### src/rtl/ss_pkg.sv
// Shared definitions for the seven-segment digit driver.
// Holds the active-low segment patterns, the all-off output levels and the
// scan FSM state encoding.
// Segment bit order is g..a: bit 6 = g, bit 0 = a. A 0 bit lights a segment.
package ss_pkg;

    localparam logic [6:0] SEG_0 = 7'b1000000;
    localparam logic [6:0] SEG_1 = 7'b1111001;
    localparam logic [6:0] SEG_2 = 7'b0100100;
    localparam logic [6:0] SEG_3 = 7'b0110000;
    localparam logic [6:0] SEG_4 = 7'b0011001;
    localparam logic [6:0] SEG_5 = 7'b0010010;
    localparam logic [6:0] SEG_6 = 7'b0000010;
    localparam logic [6:0] SEG_7 = 7'b1111000;
    localparam logic [6:0] SEG_8 = 7'b0000000;
    localparam logic [6:0] SEG_9 = 7'b0010000;
    localparam logic [6:0] SEG_A = 7'b0001000;
    localparam logic [6:0] SEG_B = 7'b0000011;
    localparam logic [6:0] SEG_C = 7'b1000110;
    localparam logic [6:0] SEG_D = 7'b0100001;
    localparam logic [6:0] SEG_E = 7'b0000110;
    localparam logic [6:0] SEG_F = 7'b0001110;

    localparam logic [6:0] SEG_OFF = 7'h7F;
    localparam logic [7:0] AN_OFF  = 8'hFF;

    typedef enum logic {
        ST_SHOW  = 1'b0,
        ST_BLANK = 1'b1
    } state_t;

endpackage

### src/rtl/ss_hex_decoder.sv
// Combinational hex-to-seven-segment decoder.
// Ports:
//   nibble  in  4  hex digit 0..F
//   pattern out 7  active-low segment pattern, bit order g..a
module ss_hex_decoder
    import ss_pkg::*;
(
    input  logic [3:0] nibble,
    output logic [6:0] pattern
);

    always_comb begin
        pattern = SEG_OFF;
        unique case (nibble)
            4'h0: pattern = SEG_0;
            4'h1: pattern = SEG_1;
            4'h2: pattern = SEG_2;
            4'h3: pattern = SEG_3;
            4'h4: pattern = SEG_4;
            4'h5: pattern = SEG_5;
            4'h6: pattern = SEG_6;
            4'h7: pattern = SEG_7;
            4'h8: pattern = SEG_8;
            4'h9: pattern = SEG_9;
            4'hA: pattern = SEG_A;
            4'hB: pattern = SEG_B;
            4'hC: pattern = SEG_C;
            4'hD: pattern = SEG_D;
            4'hE: pattern = SEG_E;
            4'hF: pattern = SEG_F;
        endcase
    end

endmodule

### src/rtl/ss_digit_driver.sv
// Seven-segment digit driver: consumes the scan counter's digit select and
// drives 8 common anodes, 7 segments and the decimal point (all active-low).
// A double-buffered display value is swapped only at the 7->0 wrap, each
// select change inserts an all-off blanking interval, and optional
// leading-zero suppression dims high-order zero digits.
// Ports:
//   clk, rst    clock, asynchronous active-high reset
//   sel         digit select, 0 = rightmost
//   value       eight hex nibbles, nibble k on digit k
//   dp_in       decimal point request per digit
//   dig_en      per-digit enable
//   zs_en       leading-zero suppression enable (live)
//   load        strobe capturing value/dp_in/dig_en into the pending buffer
//   an, seg, dp active-low outputs
//   frame_tick  one-cycle pulse when the active buffer updates
module ss_digit_driver
    import ss_pkg::*;
#(
    parameter int unsigned BLANK_CYCLES = 200,
    parameter int unsigned CNT_W        = 8
) (
    input  logic        clk,
    input  logic        rst,
    input  logic [2:0]  sel,
    input  logic [31:0] value,
    input  logic [7:0]  dp_in,
    input  logic [7:0]  dig_en,
    input  logic        zs_en,
    input  logic        load,
    output logic [7:0]  an,
    output logic [6:0]  seg,
    output logic        dp,
    output logic        frame_tick
);

    state_t state, state_d;
    logic [CNT_W-1:0] cnt, cnt_d;
    logic [2:0]  sel_q;

    logic [31:0] pend_value, pend_value_d, act_value, act_value_d;
    logic [7:0]  pend_dp, pend_dp_d, act_dp, act_dp_d;
    logic [7:0]  pend_en, pend_en_d, act_en, act_en_d;
    logic        pend_valid, pend_valid_d;
    logic        tick_d;

    logic        change, wrap, show, suppressed, lit;
    logic [3:0]  nibble;
    logic [6:0]  pattern;
    logic [7:0]  an_d;
    logic [6:0]  seg_d;
    logic        dp_d;

    assign change = (sel != sel_q);
    assign wrap   = (sel_q == 3'd7) && (sel == 3'd0);

    // Double buffer: a load coincident with the wrap bypasses pending.
    always_comb begin
        pend_value_d = pend_value;
        pend_dp_d    = pend_dp;
        pend_en_d    = pend_en;
        pend_valid_d = pend_valid;
        act_value_d  = act_value;
        act_dp_d     = act_dp;
        act_en_d     = act_en;
        tick_d       = 1'b0;
        if (wrap && load) begin
            act_value_d  = value;
            act_dp_d     = dp_in;
            act_en_d     = dig_en;
            pend_valid_d = 1'b0;
            tick_d       = 1'b1;
        end else if (wrap && pend_valid) begin
            act_value_d  = pend_value;
            act_dp_d     = pend_dp;
            act_en_d     = pend_en;
            pend_valid_d = 1'b0;
            tick_d       = 1'b1;
        end else if (load) begin
            pend_value_d = value;
            pend_dp_d    = dp_in;
            pend_en_d    = dig_en;
            pend_valid_d = 1'b1;
        end
    end

    // Digit content is taken from sel (equal to sel_q except on a change
    // with no blanking) and from the post-swap buffer, so the first digit of
    // a new frame already shows the new value.
    always_comb begin
        nibble = '0;
        for (int unsigned k = 0; k < 8; k++) begin
            if (sel == 3'(k)) nibble = act_value_d[4*k +: 4];
        end
    end

    assign suppressed = zs_en && (sel != 3'd0) && ((act_value_d >> {sel, 2'b00}) == '0);
    assign lit        = act_en_d[sel] && !suppressed;

    ss_hex_decoder u_dec (
        .nibble  (nibble),
        .pattern (pattern)
    );

    // Next state and registered-output values.
    always_comb begin
        state_d = state;
        cnt_d   = cnt;
        show    = 1'b0;
        if (change) begin
            if (BLANK_CYCLES == 0) begin
                state_d = ST_SHOW;
                show    = 1'b1;
            end else begin
                state_d = ST_BLANK;
                cnt_d   = CNT_W'(BLANK_CYCLES);
            end
        end else begin
            unique case (state)
                ST_SHOW: show = 1'b1;
                ST_BLANK: begin
                    if (cnt <= CNT_W'(1)) begin
                        state_d = ST_SHOW;
                        cnt_d   = '0;
                        show    = 1'b1;
                    end else begin
                        cnt_d = cnt - CNT_W'(1);
                    end
                end
            endcase
        end

        an_d  = AN_OFF;
        seg_d = SEG_OFF;
        dp_d  = 1'b1;
        if (show && lit) begin
            an_d  = ~(8'b1 << sel);
            seg_d = pattern;
            dp_d  = ~act_dp_d[sel];
        end
    end

    always_ff @(posedge clk or posedge rst) begin
        if (rst) begin
            state <= ST_SHOW;
            cnt   <= '0;
            sel_q <= '0;
        end else begin
            state <= state_d;
            cnt   <= cnt_d;
            sel_q <= sel;
        end
    end

    always_ff @(posedge clk or posedge rst) begin
        if (rst) begin
            pend_value <= '0;
            pend_dp    <= '0;
            pend_en    <= '0;
            pend_valid <= 1'b0;
            act_value  <= '0;
            act_dp     <= '0;
            act_en     <= '0;
            frame_tick <= 1'b0;
        end else begin
            pend_value <= pend_value_d;
            pend_dp    <= pend_dp_d;
            pend_en    <= pend_en_d;
            pend_valid <= pend_valid_d;
            act_value  <= act_value_d;
            act_dp     <= act_dp_d;
            act_en     <= act_en_d;
            frame_tick <= tick_d;
        end
    end

    always_ff @(posedge clk or posedge rst) begin
        if (rst) begin
            an  <= AN_OFF;
            seg <= SEG_OFF;
            dp  <= 1'b1;
        end else begin
            an  <= an_d;
            seg <= seg_d;
            dp  <= dp_d;
        end
    end

endmodule
### config.mk
export PLATFORM = sky130hd
export DESIGN_NAME = ss_digit_driver
export DESIGN_NICKNAME = d
export VERILOG_FILES = /design/src/rtl/ss_pkg.sv /design/src/rtl/ss_hex_decoder.sv /design/src/rtl/ss_digit_driver.sv
export SDC_FILE = /design/constraint.sdc
export NUM_CORES = 1
export LEC_CHECK = 0
export CAP_MARGIN = 20
export CORE_UTILIZATION = 60
export DETAILED_ROUTE_END_ITERATION = 10
export MAX_ROUTING_LAYER = met4
export PLACE_DENSITY = 0.92
export SLEW_MARGIN = 30
export SYNTH_ARGS = -nofsm -noshare
export SYNTH_HDL_FRONTEND = slang
export SYNTH_HIERARCHICAL = 1
export SYNTH_SLANG_ARGS = --single-unit
### constraint.sdc
create_clock -name clk -period 9 [get_ports clk]
set_input_delay 2.25 -clock clk [delete_from_list [all_inputs] [get_ports clk]]
set_output_delay 2.25 -clock clk [all_outputs]
set_load 0.02 [all_outputs]
==> impl_metrics.tcl <==
set metrics [dict create \
    yosys.area_share.simple_pct 10.51 \
    met2_usage_pct 52.03 \
    cp-start-kind "input pin" \
    crit_fanout 50 \
    synth-xor-area-share_pct 0.4142 \
    max-cap-violations 0 \
    ys_seq_area_share_pct 50.02 \
    grt_max_degree 65 \
    antenna_cells 0 \
    synth_edf_count 0 \
    coreArea_um2 10280 \
    powerDensity_nw_per_um2 212.8 \
    place_area_um2 7038 \
    antenna_found_initial 0 \
    ys_ff_latch 126 \
    setup_viol 0 \
    grt_busiest_layer "met2" \
    initial_core_util_pct 61.72 \
    dr_total_vias 5139 \
    ios 72 \
    path_cells "clkdlybuf4s50_1 -> nor2b_1 -> nand3_4 -> inv_1 -> o22ai_1 -> mux4_2 -> a21oi_1 -> inv_1 -> ha_1 -> inv_1 -> mux4_1 -> o21bai_2" \
    status "completed" \
    clock_latency_ps 520 \
    synth_top_family_by_area "compound AO/OA/AOI/OAI gates" \
    synth-compound-area-share_pct 18.84 \
    syn_nets 629 \
    fin_crit_sh_pct 76.14 \
    netlist_area_um2 6344 \
    setup_tns_ps 0 \
    hold_viol 0 \
    synth-main-ff-cell "dfrtp_1" \
    yosys.area.top_type "dfrtp_1" \
    ys_warn_count 6 \
    tritoncts "yes" \
    cts_hold_buf 0 \
    grt_util_met1_pct 39.24 \
    gp_congestion 0.8775 \
    clkSinkCount 126 \
    critical_path_arrival_ps 7280 \
    cp.required_ps 9430 \
    nets 680 \
    clk_pin_slew_ps 60 \
    postSynthAreaPerCell_um2 11.23 \
    grt_pass1_wl_um 26610 \
    grt_pass1_vias 5203 \
    routed_wl_um 16040 \
    via_per_inst 6.718 \
    area_growth_pct 19.94 \
    skew_ps 7.770 \
    hold_class "flip-flop to flip-flop" \
    die_h_um 104.8 \
    rows 37 \
    use_met3_pct 6.550 \
    yosys-mux-area-fraction_pct 13.65 \
    p_leak_nw 3.146 \
    fmax_mhz 145.9 \
    cts-htree-levels 4 \
    netlist-cell-type-count 66 \
    rsz0062_at_grt "no" \
    max-clock-path-buffers 2 \
    worst-slew-pin-transition_ps 946.1 \
    floorplan.die_area_um2 10990 \
    finalInstanceArea_um2 7609 \
    hpwl_um 9939 \
    grtUsageTotal_pct 32.17 \
    ir_drop_uv 138.6 \
    slowest_delay_ps 800 \
    cts_resized 0 \
    slew_headroom_pct 36.70 \
    fill_cells 672 \
    drc 0 \
    slowest_stage "nor2b_1" \
    avgRoutedWirePerCell_um 20.97 \
    drive_gt1_share_pct 21.78 \
    cp_common_cell "inv_1" \
    drt_iter0_markers 571 \
    fin_crit_ps 6853 \
    yosysTopAreaCellShare_pct 43.39 \
    grt_overflow 0 \
    power.total_mw 1.619 \
    synthArstFlopShare_pct 100.0 \
    final_util_pct 74.03 \
    postRouteAntennaNets 0 \
    cts_buffers 17 \
    critPathKind "input pin to flip-flop" \
    port_buffers 71 \
    post_cts_buffers 0 \
    root_buffer "clkbuf_8" \
    die_w_um 104.8 \
    netlist_top_cells_area "dfrtp_1 43%, mux2_2 9.8%, dfstp_2 6.6%, a22oi_1 6.0%, nand2_1 3.3%" \
    syn_inst 565 \
    end_kind "flip-flop" \
    drt-pass1-iter-count 5 \
    synthAdderAreaFrac_pct 1.775 \
    drv_slew 0 \
]
-- cells in the mapped netlist (2+ instances only) --
| cell type | n |
|---|---|
| a211oi_1 | 3 |
| a21oi_1 | 12 |
| a22o_1 | 11 |
| a22oi_1 | 51 |
| a311o_1 | 4 |
| a31oi_1 | 2 |
| buf_1 | 2 |
| buf_2 | 12 |
| buf_4 | 2 |
| buf_6 | 6 |
| clkbuf_1 | 21 |
| dfrtp_1 | 110 |
| dfstp_2 | 16 |
| ha_1 | 9 |
| inv_1 | 19 |
| mux2_2 | 55 |
| mux2i_1 | 4 |
| mux4_2 | 8 |
| nand2_1 | 55 |
| nand2b_1 | 4 |
| nand3_1 | 4 |
| nand4b_1 | 2 |
| nor2_1 | 29 |
| nor2b_1 | 3 |
| nor3_1 | 7 |
| nor3b_1 | 5 |
| nor4_1 | 6 |
| nor4b_1 | 2 |
| o211ai_1 | 4 |
| o21ai_0 | 41 |
| o21bai_2 | 7 |
| o2bb2ai_1 | 9 |
| o32ai_1 | 2 |
| o41ai_1 | 2 |
| or4_1 | 2 |
| or4b_2 | 2 |
| xor2_1 | 3 |
-- logic make-up (layout without fill, tap and decap cells) --
group	after synthesis	count (layout)
adder cells (fa/ha/maj)	9	9
XOR/XNOR	3	3
buffers and inverters	63	127
AO/OA/AOI/OAI	163	163
flip-flops	126	126
multiplexers	68	68
AND/OR/NAND/NOR	133	133
-- final timing paths --
| check | cells after the start | from | endpoint | slack (ps) |
|---|---|---|---|---|
| setup / recovery | 12 | sel[2] | seg[3] | 2150 |
| hold / removal | 2 | act_en[1] | act_en[1] | 490 |
| setup reg to reg | 11 | sel_q[2] | seg[3] | 4420 |
| hold reg to reg | 2 | act_en[1] | act_en[1] | 490 |
| max in group asynchronous | 3 | rst | act_en[3] | 5500 |
| min in group asynchronous | 2 | rst | act_value[13] | 2230 |
-- worst max-delay path, delay by kind of cell --
kind                       cells  cell delay [ps]
muxes                          2             1000
adders and majority gates      1              330
AOI/OAI and AO/OA              3              810
buffers and inverters          4             1420
and+or+nand+nor                2             1460
-- metal layers --
metal | part of all wire (%) | vias up
met4 | 3.1 | 0
met3 | 6.0 | 54
met1 | 38 | 2615
met5 | 0 | -
li1 | - | 2200
met2 | 52 | 270
-- cells in the final DEF (no fill, tap or decap), types with 5 or more instances in the layout --
master and count:
dfstp_2 16, a22oi_1 51, inv_1 18, clkbuf_16 16
dfrtp_1 110, o21ai_0 41, mux2_2 55, nand2_1 54
nor3_1 7, a22o_1 11, nor4_1 6, ha_1 9
a21oi_1 12, clkinvlp_4 6, nor2_1 29, clkdlybuf4s50_1 70
mux4_2 8, nor3b_1 5, o2bb2ai_1 9, o21bai_2 7
-- stage by stage --
stage | worst slack [ps] | instances | hold slack (ps)
6_report | 2147 | 765 | 494.5
2_1_floorplan | 3421 | 565 | 444.6
3_3_place_gp | 2146 | 733 | 458.3
5_1_grt | 1914 | 765 | 510.0
3_5_place_dp | 1868 | 733 | 470.5
4_1_cts | 2325 | 765 | 497.1
-- report_power, final --
part / internal [mW] / switching (mW) / total, mW
logic: 0.140 / 0.158 / 0.298
clock network: 0.377 / 0.267 / 0.644
registers: 0.633 / 0.0447 / 0.678
total: 1.15 / 0.470 / 1.62
-- flip-flops by register name, summed over array words and instances, names as in the netlist --
signal / flops
act_dp: 8
act_en: 8
act_value: 32
an: 8
cnt: 8
dp: 1
frame_tick: 1
pend_dp: 8
pend_en: 8
pend_valid: 1
pend_value: 32
seg: 7
sel_q: 3
state: 1
-- area by class of cell --
type                            count  area [um2]  area share, %
Clock buffer                       18       427.9          5.624
Multi-Input combinational cell    376        2892          38.00
Tap cell                          136       170.2          2.236
Timing Repair Buffer               75       735.7          9.669
Clock inverter                     14       132.6          1.743
Sequential cell                   126        3173          41.70
Inverter                           20       77.57          1.020
Note: power is estimated with default switching activity, not from simulation.
